===== src/rtl/csr_pkg.sv =====
// Shared definitions for the machine-mode CSR unit: CSR addresses, per-CSR
// write masks, mstatus field positions, operation encoding, privilege levels
// and interrupt cause codes.
package csr_pkg;

    // CSR addresses
    localparam logic [11:0] CSR_MSTATUS  = 12'h300;
    localparam logic [11:0] CSR_MIE      = 12'h304;
    localparam logic [11:0] CSR_MTVEC    = 12'h305;
    localparam logic [11:0] CSR_MSCRATCH = 12'h340;
    localparam logic [11:0] CSR_MEPC     = 12'h341;
    localparam logic [11:0] CSR_MCAUSE   = 12'h342;
    localparam logic [11:0] CSR_MTVAL    = 12'h343;
    localparam logic [11:0] CSR_MIP      = 12'h344;
    localparam logic [11:0] CSR_MCYCLE   = 12'hB00;
    localparam logic [11:0] CSR_MINSTRET = 12'hB02;
    localparam logic [11:0] CSR_MHARTID  = 12'hF14;
    localparam logic [11:0] CSR_SATP     = 12'h180;

    // mstatus field bit positions
    localparam int MSTATUS_MIE    = 3;
    localparam int MSTATUS_MPIE   = 7;
    localparam int MSTATUS_MPP_LO = 11;
    localparam int MSTATUS_MPP_HI = 12;

    // Interrupt cause codes, which are also their mip/mie bit positions
    localparam int IRQ_SOFT  = 3;
    localparam int IRQ_TIMER = 7;
    localparam int IRQ_EXT   = 11;

    // Software write masks, stated at 64 bits and truncated to XLEN by users.
    // mstatus: only MIE, MPIE and MPP exist in this M/U-only hart.
    localparam logic [63:0] WMASK_MSTATUS = 64'h0000_0000_0000_1888;
    // mtvec: bit 1 of MODE is reserved, bit 0 selects vectored mode.
    localparam logic [63:0] WMASK_MTVEC   = 64'hFFFF_FFFF_FFFF_FFFD;
    // mip: the only implemented bits are hardware-owned.
    localparam logic [63:0] WMASK_MIP     = 64'h0000_0000_0000_0000;
    // mie: enables exist only for the three implemented interrupts.
    localparam logic [63:0] WMASK_MIE     = 64'h0000_0000_0000_0888;
    // mepc: instructions are at least 2-byte aligned.
    localparam logic [63:0] WMASK_MEPC    = 64'hFFFF_FFFF_FFFF_FFFE;
    localparam logic [63:0] WMASK_ALL     = 64'hFFFF_FFFF_FFFF_FFFF;

    // CSR instruction operation
    typedef enum logic [1:0] {
        CSR_OP_RW   = 2'd0,
        CSR_OP_RS   = 2'd1,
        CSR_OP_RC   = 2'd2,
        CSR_OP_RSVD = 2'd3
    } csr_op_t;

    // Privilege levels
    localparam logic [1:0] PRIV_U = 2'd0;
    localparam logic [1:0] PRIV_M = 2'd3;

    // Only M and U exist, so any other MPP encoding collapses to U.
    function automatic logic [1:0] legal_priv(input logic [1:0] p);
        return (p == PRIV_M) ? PRIV_M : PRIV_U;
    endfunction

endpackage


===== src/rtl/csr_counter.sv =====
// Free-running counter used for mcycle and minstret. A load takes priority
// over the increment so a software write is seen exactly on the next cycle.
module csr_counter #(
    parameter int WIDTH = 64
) (
    input  logic             clk,
    input  logic             rst,
    input  logic             inc,
    input  logic             load,
    input  logic [WIDTH-1:0] load_value,
    output logic [WIDTH-1:0] count
);

    logic [WIDTH-1:0] count_reg;

    // Counter state: reset, then load, then wrapping increment
    always_ff @(posedge clk) begin
        if (rst) begin
            count_reg <= '0;
        end else if (load) begin
            count_reg <= load_value;
        end else if (inc) begin
            count_reg <= count_reg + 1'b1;
        end
    end

    assign count = count_reg;

endmodule


===== src/rtl/csr_unit.sv =====
// Machine-mode CSR unit: CSR read-modify-write, trap entry and mret
// sequencing, privilege tracking, mcycle, interrupt pending evaluation and
// illegal access detection. Optional minstret counter and retire input are
// enabled by defining CSR_MINSTRET_EN.
module csr_unit
    import csr_pkg::*;
#(
    parameter int          XLEN              = 64,
    parameter int unsigned HART_ID           = 0,
    parameter int          VECTORED_EN_RESET = 0
) (
    input  logic            clk,
    input  logic            rst,
    input  logic            csr_valid,
    input  logic [1:0]      csr_op,
    input  logic [11:0]     csr_addr,
    input  logic [XLEN-1:0] csr_wdata,
    output logic [XLEN-1:0] csr_rdata,
    output logic            csr_illegal,
    input  logic            trap_valid,
    input  logic [XLEN-1:0] trap_cause,
    input  logic [XLEN-1:0] trap_tval,
    input  logic [XLEN-1:0] trap_pc,
    input  logic            mret_valid,
    output logic            redirect_valid,
    output logic [XLEN-1:0] redirect_pc,
    input  logic            irq_timer,
    input  logic            irq_soft,
    input  logic            irq_ext,
`ifdef CSR_MINSTRET_EN
    input  logic            retire,
`endif
    output logic            irq_pending,
    output logic [1:0]      priv_mode,
    output logic [XLEN-1:0] satp_out
);

    localparam logic [XLEN-1:0] MTVEC_RESET = XLEN'(VECTORED_EN_RESET != 0);
    localparam logic [XLEN-1:0] HART_VALUE  = XLEN'(HART_ID);

    // Architectural state
    logic [XLEN-1:0] mstatus_reg, mstatus_next;
    logic [XLEN-1:0] mtvec_reg, mtvec_next;
    logic [XLEN-1:0] mip_reg;
    logic [XLEN-1:0] mie_reg, mie_next;
    logic [XLEN-1:0] mscratch_reg, mscratch_next;
    logic [XLEN-1:0] mcause_reg, mcause_next;
    logic [XLEN-1:0] mtval_reg, mtval_next;
    logic [XLEN-1:0] mepc_reg, mepc_next;
    logic [XLEN-1:0] satp_reg, satp_next;
    logic [1:0]      priv_reg, priv_next;
    logic [XLEN-1:0] mcycle_val;
`ifdef CSR_MINSTRET_EN
    logic [XLEN-1:0] minstret_val;
`endif

    // Decode and datapath
    csr_op_t         op;
    logic            addr_known;
    logic            addr_ro;
    logic [XLEN-1:0] old_val;
    logic [XLEN-1:0] wmask;
    logic [XLEN-1:0] new_raw;
    logic [XLEN-1:0] wr_val;
    logic            write_attempt;
    logic            csr_we;
    logic [XLEN-1:0] mip_hw;
    logic [XLEN-1:0] mtvec_base;
    logic [XLEN-1:0] vec_offset;
    logic [XLEN-1:0] trap_target;

    assign op = csr_op_t'(csr_op);

    // Hardware-owned mip bits: each interrupt line lands on its cause bit
    genvar gi;
    generate
        for (gi = 0; gi < XLEN; gi++) begin : g_mip_hw
            if (gi == IRQ_SOFT) begin : g_soft
                assign mip_hw[gi] = irq_soft;
            end else if (gi == IRQ_TIMER) begin : g_timer
                assign mip_hw[gi] = irq_timer;
            end else if (gi == IRQ_EXT) begin : g_ext
                assign mip_hw[gi] = irq_ext;
            end else begin : g_zero
                assign mip_hw[gi] = 1'b0;
            end
        end
    endgenerate

    // Address decode: current value, write mask and access class per CSR
    always_comb begin
        addr_known = 1'b1;
        addr_ro    = 1'b0;
        old_val    = '0;
        wmask      = '0;
        case (csr_addr)
            CSR_MSTATUS:  begin old_val = mstatus_reg;  wmask = XLEN'(WMASK_MSTATUS); end
            CSR_MTVEC:    begin old_val = mtvec_reg;    wmask = XLEN'(WMASK_MTVEC);   end
            CSR_MIP:      begin old_val = mip_reg;      wmask = XLEN'(WMASK_MIP);     end
            CSR_MIE:      begin old_val = mie_reg;      wmask = XLEN'(WMASK_MIE);     end
            CSR_MSCRATCH: begin old_val = mscratch_reg; wmask = XLEN'(WMASK_ALL);     end
            CSR_MCAUSE:   begin old_val = mcause_reg;   wmask = XLEN'(WMASK_ALL);     end
            CSR_MTVAL:    begin old_val = mtval_reg;    wmask = XLEN'(WMASK_ALL);     end
            CSR_MEPC:     begin old_val = mepc_reg;     wmask = XLEN'(WMASK_MEPC);    end
            CSR_MCYCLE:   begin old_val = mcycle_val;   wmask = XLEN'(WMASK_ALL);     end
            CSR_SATP:     begin old_val = satp_reg;     wmask = XLEN'(WMASK_ALL);     end
            CSR_MHARTID:  begin old_val = HART_VALUE;   addr_ro = 1'b1;               end
`ifdef CSR_MINSTRET_EN
            CSR_MINSTRET: begin old_val = minstret_val; wmask = XLEN'(WMASK_ALL);     end
`endif
            default:      addr_known = 1'b0;
        endcase
    end

    // Read-modify-write value; RS/RC with zero operand is a pure read
    always_comb begin
        case (op)
            CSR_OP_RW: new_raw = csr_wdata;
            CSR_OP_RS: new_raw = old_val | csr_wdata;
            CSR_OP_RC: new_raw = old_val & ~csr_wdata;
            default:   new_raw = old_val;
        endcase
    end

    assign wr_val        = new_raw & wmask;
    assign write_attempt = (op == CSR_OP_RW) || (csr_wdata != '0);
    assign csr_illegal   = csr_valid &&
                           (!addr_known || (op == CSR_OP_RSVD) || (addr_ro && write_attempt));
    // Traps and mret outrank the CSR instruction, which is then dropped whole
    assign csr_we        = csr_valid && !csr_illegal && write_attempt &&
                           !trap_valid && !mret_valid;

    // Next-state selection with trap > mret > CSR write priority
    always_comb begin
        mstatus_next  = mstatus_reg;
        mtvec_next    = mtvec_reg;
        mie_next      = mie_reg;
        mscratch_next = mscratch_reg;
        mcause_next   = mcause_reg;
        mtval_next    = mtval_reg;
        mepc_next     = mepc_reg;
        satp_next     = satp_reg;
        priv_next     = priv_reg;
        if (trap_valid) begin
            mepc_next    = trap_pc & XLEN'(WMASK_MEPC);
            mcause_next  = trap_cause;
            mtval_next   = trap_tval;
            mstatus_next[MSTATUS_MPIE] = mstatus_reg[MSTATUS_MIE];
            mstatus_next[MSTATUS_MIE]  = 1'b0;
            mstatus_next[MSTATUS_MPP_HI:MSTATUS_MPP_LO] = priv_reg;
            priv_next    = PRIV_M;
        end else if (mret_valid) begin
            mstatus_next[MSTATUS_MIE]  = mstatus_reg[MSTATUS_MPIE];
            mstatus_next[MSTATUS_MPIE] = 1'b1;
            mstatus_next[MSTATUS_MPP_HI:MSTATUS_MPP_LO] = PRIV_U;
            priv_next    = legal_priv(mstatus_reg[MSTATUS_MPP_HI:MSTATUS_MPP_LO]);
        end else if (csr_we) begin
            case (csr_addr)
                CSR_MSTATUS: begin
                    mstatus_next = wr_val;
                    mstatus_next[MSTATUS_MPP_HI:MSTATUS_MPP_LO] =
                        legal_priv(wr_val[MSTATUS_MPP_HI:MSTATUS_MPP_LO]);
                end
                CSR_MTVEC:    mtvec_next    = wr_val;
                CSR_MIE:      mie_next      = wr_val;
                CSR_MSCRATCH: mscratch_next = wr_val;
                CSR_MCAUSE:   mcause_next   = wr_val;
                CSR_MTVAL:    mtval_next    = wr_val;
                CSR_MEPC:     mepc_next     = wr_val;
                CSR_SATP:     satp_next     = wr_val;
                default:      ;
            endcase
        end
    end

    // State registers; mip samples the interrupt lines every cycle
    always_ff @(posedge clk) begin
        if (rst) begin
            mstatus_reg  <= '0;
            mtvec_reg    <= MTVEC_RESET;
            mip_reg      <= '0;
            mie_reg      <= '0;
            mscratch_reg <= '0;
            mcause_reg   <= '0;
            mtval_reg    <= '0;
            mepc_reg     <= '0;
            satp_reg     <= '0;
            priv_reg     <= PRIV_M;
        end else begin
            mstatus_reg  <= mstatus_next;
            mtvec_reg    <= mtvec_next;
            mip_reg      <= mip_hw;
            mie_reg      <= mie_next;
            mscratch_reg <= mscratch_next;
            mcause_reg   <= mcause_next;
            mtval_reg    <= mtval_next;
            mepc_reg     <= mepc_next;
            satp_reg     <= satp_next;
            priv_reg     <= priv_next;
        end
    end

    csr_counter #(.WIDTH(XLEN)) u_mcycle (
        .clk        (clk),
        .rst        (rst),
        .inc        (1'b1),
        .load       (csr_we && (csr_addr == CSR_MCYCLE)),
        .load_value (wr_val),
        .count      (mcycle_val)
    );

`ifdef CSR_MINSTRET_EN
    // A retire in a trap cycle still counts; only a software write stops it
    csr_counter #(.WIDTH(XLEN)) u_minstret (
        .clk        (clk),
        .rst        (rst),
        .inc        (retire),
        .load       (csr_we && (csr_addr == CSR_MINSTRET)),
        .load_value (wr_val),
        .count      (minstret_val)
    );
`endif

    // Trap target: interrupts in vectored mode jump to base + 4*cause
    assign mtvec_base  = {mtvec_reg[XLEN-1:2], 2'b00};
    assign vec_offset  = {trap_cause[XLEN-3:0], 2'b00};
    assign trap_target = (mtvec_reg[0] && trap_cause[XLEN-1]) ? (mtvec_base + vec_offset)
                                                               : mtvec_base;

    assign redirect_valid = trap_valid || mret_valid;
    assign redirect_pc    = trap_valid ? trap_target :
                            mret_valid ? mepc_reg    : '0;

    // Below M mode interrupts are globally enabled regardless of MIE
    assign irq_pending = (|(mip_reg & mie_reg)) &&
                         (mstatus_reg[MSTATUS_MIE] || (priv_reg != PRIV_M));

    assign csr_rdata = old_val;
    assign priv_mode = priv_reg;
    assign satp_out  = satp_reg;

endmodule

===== config.mk =====
export PLATFORM = sky130hd
export DESIGN_NAME = csr_unit
export DESIGN_NICKNAME = d
export VERILOG_FILES = /design/src/rtl/csr_pkg.sv /design/src/rtl/csr_counter.sv /design/src/rtl/csr_unit.sv
export SDC_FILE = /design/constraint.sdc
export NUM_CORES = 2
export LEC_CHECK = 0
export ABC_AREA = 1
export ABC_CLOCK_PERIOD_IN_PS = 3100
export CORE_AREA = 4 4 224 445
export DETAILED_ROUTE_END_ITERATION = 10
export DIE_AREA = 0 0 228 449
export GPL_TIMING_DRIVEN = 0
export PLACE_DENSITY = 0.59
export SYNTH_ARGS = -nofsm -noshare
export SYNTH_HDL_FRONTEND = slang
export SYNTH_SLANG_ARGS = --single-unit

===== constraint.sdc =====
create_clock -name clk -period 3.1 [get_ports clk]
set_input_delay 0.62 -clock clk [delete_from_list [all_inputs] [get_ports clk]]
set_output_delay 0.62 -clock clk [all_outputs]
set_load 0.02 [all_outputs]

==> results of run 1 <==
per-layer routing:
metal / global-route usage [%] / overflow
met3: 49.38 / 7
met5: 17.61 / 0
met4: 77.12 / 307
met1: 72.13 / 5
met2: 91.08 / 324
stage by stage:
stage	utilization (%)	instance area [um2]	setup TNS (ps)
floorplan	-	38210	0
global placement	46.28	44470	-1393430
detailed placement	46.37	44560	-1313100
CTS	56.35	54150	-28440
cell families after synthesis:
family                   share of synthesized area, %
AND/OR/NAND/NOR                                 37.45
adder cells (fa/ha/maj)                         2.083
AO/OA/AOI/OAI                                   18.32
flip-flops                                      30.34
buffers and inverters                           9.772
XOR/XNOR                                        2.040
what timing repair did:
item                                    in CTS
hold endpoints to repair                     0
buffers inserted                           259
gates resized for setup                   2235
cloned                                       5
endpoints found under the setup margin     705
pin swaps                                  220
cell usage after synthesis, types with 9 or more instances:
library cell | instances | share of area [%]
inv_1 | 571 | 5.6
o2111ai_1 | 28 | 0.64
nand4_1 | 54 | 0.88
nor4_1 | 16 | 0.26
nor3_1 | 117 | 1.5
xor2_1 | 82 | 1.9
o21ai_0 | 627 | 8.2
o22ai_1 | 33 | 0.54
nand3b_1 | 13 | 0.26
and3_1 | 52 | 0.85
nor2_1 | 1066 | 10
a21oi_1 | 447 | 5.9
o21ai_1 | 20 | 0.26
nand3_1 | 533 | 7.0
inv_2 | 9 | 0.088
nor2_2 | 12 | 0.20
clkbuf_1 | 223 | 2.2
o211ai_1 | 24 | 0.47
ha_1 | 62 | 2.0
a221oi_1 | 70 | 1.6
nand2_1 | 1550 | 15
buf_4 | 17 | 0.33
nor3b_1 | 9 | 0.18
buf_2 | 74 | 0.97
buf_1 | 43 | 0.42
dfxtp_1 | 579 | 30
==> metrics.md, run 1 <==
| Metric | Value |
|---|---|
| Status | stopped before the end |
| Fail Step | 5_1_grt |
| Error msg | [ERROR GRT-0116] Global routing finished with congestion. Check the congestion regions in the DRC Viewer. |
| Starting Density | 39.76% |
| Global-route wire length before repair | 537.8 mm |
| I/O pin count | 475 |
| Mapped cell area | 38210 um2 |
| Main synth FF type | dfxtp_1 |
| Clock buffer count from CTS | 53 |
| GPL Wtd Cong | ~1.2 |
| H-tree levels | 2 |
| Mapped Cells | 6406 |
| Clk sink count | 579 |
| Sequential share of the synthesized area | 30.34% |
| Final HPWL DP | 263.9 mm |
| Die W | roughly 230 um |
| Vias in the first global route | just over 60000 |
| Row count | 161 |
| Die height | 449 um |
| Yosys Warn Count | 0 |
| Number of flops mapped to enable cells by yosys | 0 |
| Placed cells | 8106 |
| Avg Inst Size Synth | roughly 6.0 um2 |
| Remaining global-route overflow | roughly 640 |
| Cts hold-fix bufs | 0 |
| Largest net degree at the start of global routing | 18 |
| #FFs+latches synth | 579 |
| Gr usage total | 71.88% |
| Count of buffers from port buffering | roughly 470 |
| Post-synth net total | a little under 7000 |
| Longest Clk Path Bufs | 3 |
| Distinct cells, synth | 48 |
| CTS Root Cell | clkbuf_16 |
| Post-synth ARST share | 0% |
| Place WS | -3516 ps |
==> run 2, diff against run 1 <==
Settings changed: ABC_CLOCK_PERIOD_IN_PS 3100 to 4000, CORE_AREA 4 4 224 445 to 4 4 396 398, DIE_AREA 0 0 228 449 to 0 0 400 402, PLACE_DENSITY 0.59 to not set, PLACE_DENSITY_LB_ADDON set to 0.15.
Clock period 3.1 ns to 4 ns, I/O delays scaled along.
==> run 2 against run 1 <==
The flow now finishes, with violations (capacitance limit, slew limit, setup timing). Synthesized area unchanged. Synthesized cell count unchanged.
==> metrics.md, run 2 <==
| Metric | Value |
|---|---|
| Status | complete, but fails checks |
| Failing checks | capacitance limit, slew limit, setup timing |
| Slew at the pin closest to its max-slew limit | 1562 ps |
| Placeable Area | about 150000 um2 |
| Area post-placement | 45580 um2 |
| I/O pin count | 475 |
| Distinct cells, synth | 48 |
| Max_slew headroom | -4.129% |
| Nets@finish | 7466 |
| Initial antenna violation count | 31 |
| Post-synth net total | 6747 |
| H-tree levels | 3 |
| Fin. max-slew vios | 22 |
| Mapped cell area | 38210 um2 |
| Sequential share of the synthesized area | 30.34% |
| Synth top area share | between 30% and 40% |
| Vias/cell | 5.652 |
| Hold Fails Final Rpt | 0 |
| Largest cells by area after synthesis | dfxtp_1 30%, nand2_1 15%, nor2_1 10% |
| Die W | 400 um |
| Post-synth ARST share | 0% |
| Final Cycle Share | 104.4% |
| GPL Wtd Cong | 1.040 |
| Total Wirelength | 363.8 mm |
| First drt pass iteration count | 6 |
| Final-layout fill cell count | 17120 |
| RSZ-0062 raised after global routing | yes |
| Most frequent cells in the layout | 1451 x nand2_1, 956 x nor2_1, 546 x o21ai_0 |
| Antenna viol nets, final | 0 |
| Ratio of cells with drive above 1 in the final layout | around 17% |
| Die height | 402 um |
| Leading area contributor after synthesis | dfxtp_1 |
| Clock latency on the worst-skew pair | approximately 710 ps |
| Post-route setup TNS | -1866 ps |
| Initial DRC count | 7811 |
| Number of flops mapped to enable cells by yosys | 0 |
| Power Total | 15.78 mW |
| Setup crit end kind | flop |
| Critical Path RT | 4610 ps |
| Worst Slack Setup Final | -175.0 ps |
| CTS Root Cell | clkbuf_16 |
| Leakage | around 22 nW |
| Clock transition at the registers of the reported paths | 60 ps |
| Main synth FF type | dfxtp_1 |
| Mapped Cells | 6406 |
| Critical Path Source Type | primary input |
| Largest net degree at the start of global routing | 20 |
| Vias in the first global route | 48360 |
| Final HPWL DP | 306.7 mm |
| Global-route wire length before repair | 463.2 mm |
| Yosys Warn Count | 0 |
| CP Max Fanout | 10 |
| Worst Setup Path Type | in -> reg |
| Most common cell after layout, fill and taps aside | nand2_1 |
| Area growth syn-to-layout | 41.04% |
| Gr usage total | 43.36% |
| Finished Cell Area | 53890 um2 |
| Synth top cells by count | 1550 x nand2_1, 1066 x nor2_1, 627 x o21ai_0 |
| Cts hold-fix bufs | 0 |
| Count of buffers from port buffering | 472 |
| DIE AREA | 160800 um2 |
| Layout Skew | 54.84 ps |
| Clock buffer count from CTS | 78 |
| Min-Delay Path Class | reg -> reg |
| Routed WL per cell | ~39 um |
| Remaining global-route overflow | 0 |
| Count leader, synth | nand2_1 |
| Drt drc | 0 |
| Longest Clk Path Bufs | 3 |
| #FFs+latches synth | 579 |
| CTS tree | done |
| Starting Density | between 20% and 30% |
| F_max | 239.5 MHz |
| Worst Path Arrival | about 4800 ps |
| Post-route minimum period | 4175 ps |
| Vias | 52300 |
| Maximum vdd drop | 0.2857 mV |
| Max Cap Viol | 2 |
| Power Density | 292.9 nW/um2 |
| Final setup viols | 34 |
| Row count | 144 |
| Clk sink count | 579 |
| Avg Inst Size Synth | 5.964 um2 |
run 2: cell counts after synthesis:
Identical to the previous run, type by type.
run 2: kinds of logic after synthesis:
| kind of cell | share of synthesized area (%) |
|---|---|
| simple gates | 37.45 |
| compound gates | 18.32 |
| buf+inv | 9.772 |
| flops | 30.34 |
| xor+xnor | 2.040 |
| fa+ha+maj | 2.083 |
run 2: repair_timing:
action	4_1_cts	5_1_grt
setup buffers	118	41
resized for setup	1511	267
endpoints found under the hold margin	0	0
pin swaps	129	91
endpoints found under the setup margin	700	128
gates cloned	3	1
run 2: layer usage:
layer	vias up	share of wire, %	global-route usage (%)
met5	-	0.081	0.8475
li1	22540	-	-
met3	760	10	9.292
met4	18	6.8	22.91
met2	3446	42	65.00
met1	25540	41	57.96
run 2: layout make-up:
class                   count  area, um2  area share (%)
clock buffers             107       2223           4.126
inverters                 583       2250           4.175
flip-flops and latches    579      11700           21.72
repair buffers            639       5952           11.05
diodes                     22      55.05          0.1022
well taps                2044       2557           4.746
clock inverters            36      470.5          0.8730
multi-input cells        4882      26460           49.10
plain buffers             362       2216           4.112
run 2: power breakdown:
group	leakage, nW	internal, mW	total (mW)	switching, mW
registers	4.73	5.86	6.08	0.219
clock network	1.32	4.45	7.72	3.27
logic	16.3	0.581	1.98	1.40
total	22.3	10.9	15.8	4.88
run 2: worst paths after layout:
check	startpoint	end	slack (ps)	depth (start not counted)
setup / recovery	csr_addr[4]	satp_out[4]$_SDFFE_PP0P_	-180	15
hold / removal	mstatus_reg[29]$_SDFFE_PP0P_	mstatus_reg[29]$_SDFFE_PP0P_	440	2
setup reg to reg	u_mcycle.count[0]$_SDFF_PP0_	u_mcycle.count[52]$_SDFF_PP0_	30	12
hold reg to reg	mstatus_reg[29]$_SDFFE_PP0P_	mstatus_reg[29]$_SDFFE_PP0P_	440	2
run 2: critical path: stages:
cell and delay [ps]:
dlygate4sd2_1 290, nor2_4 250, nand2_4 190, nor2_4 240, buf_4 180, buf_4 130
nand2_8 120, clkbuf_2 490, o21ai_0 890, nor2_1 80, nand3_1 230, nand2_1 80
nand2_1 170, nand2_1 310, a21oi_1 260
run 2: stage by stage:
step / hold WS (ps) / std cells / util, % / setup slack (ps)
floorplan: 418.5 / 6406 / - / 191.7
global placement: 428.4 / 8922 / 29.67 / -3261
detailed placement: 431.8 / 8927 / 29.72 / -2999
CTS: 442.5 / 9190 / 34.58 / -32.63
global route: 459.0 / 9232 / 35.11 / -87.39
finish: 440.7 / 9254 / 35.14 / -175.0
Note: power is estimated with default switching activity, not from simulation.
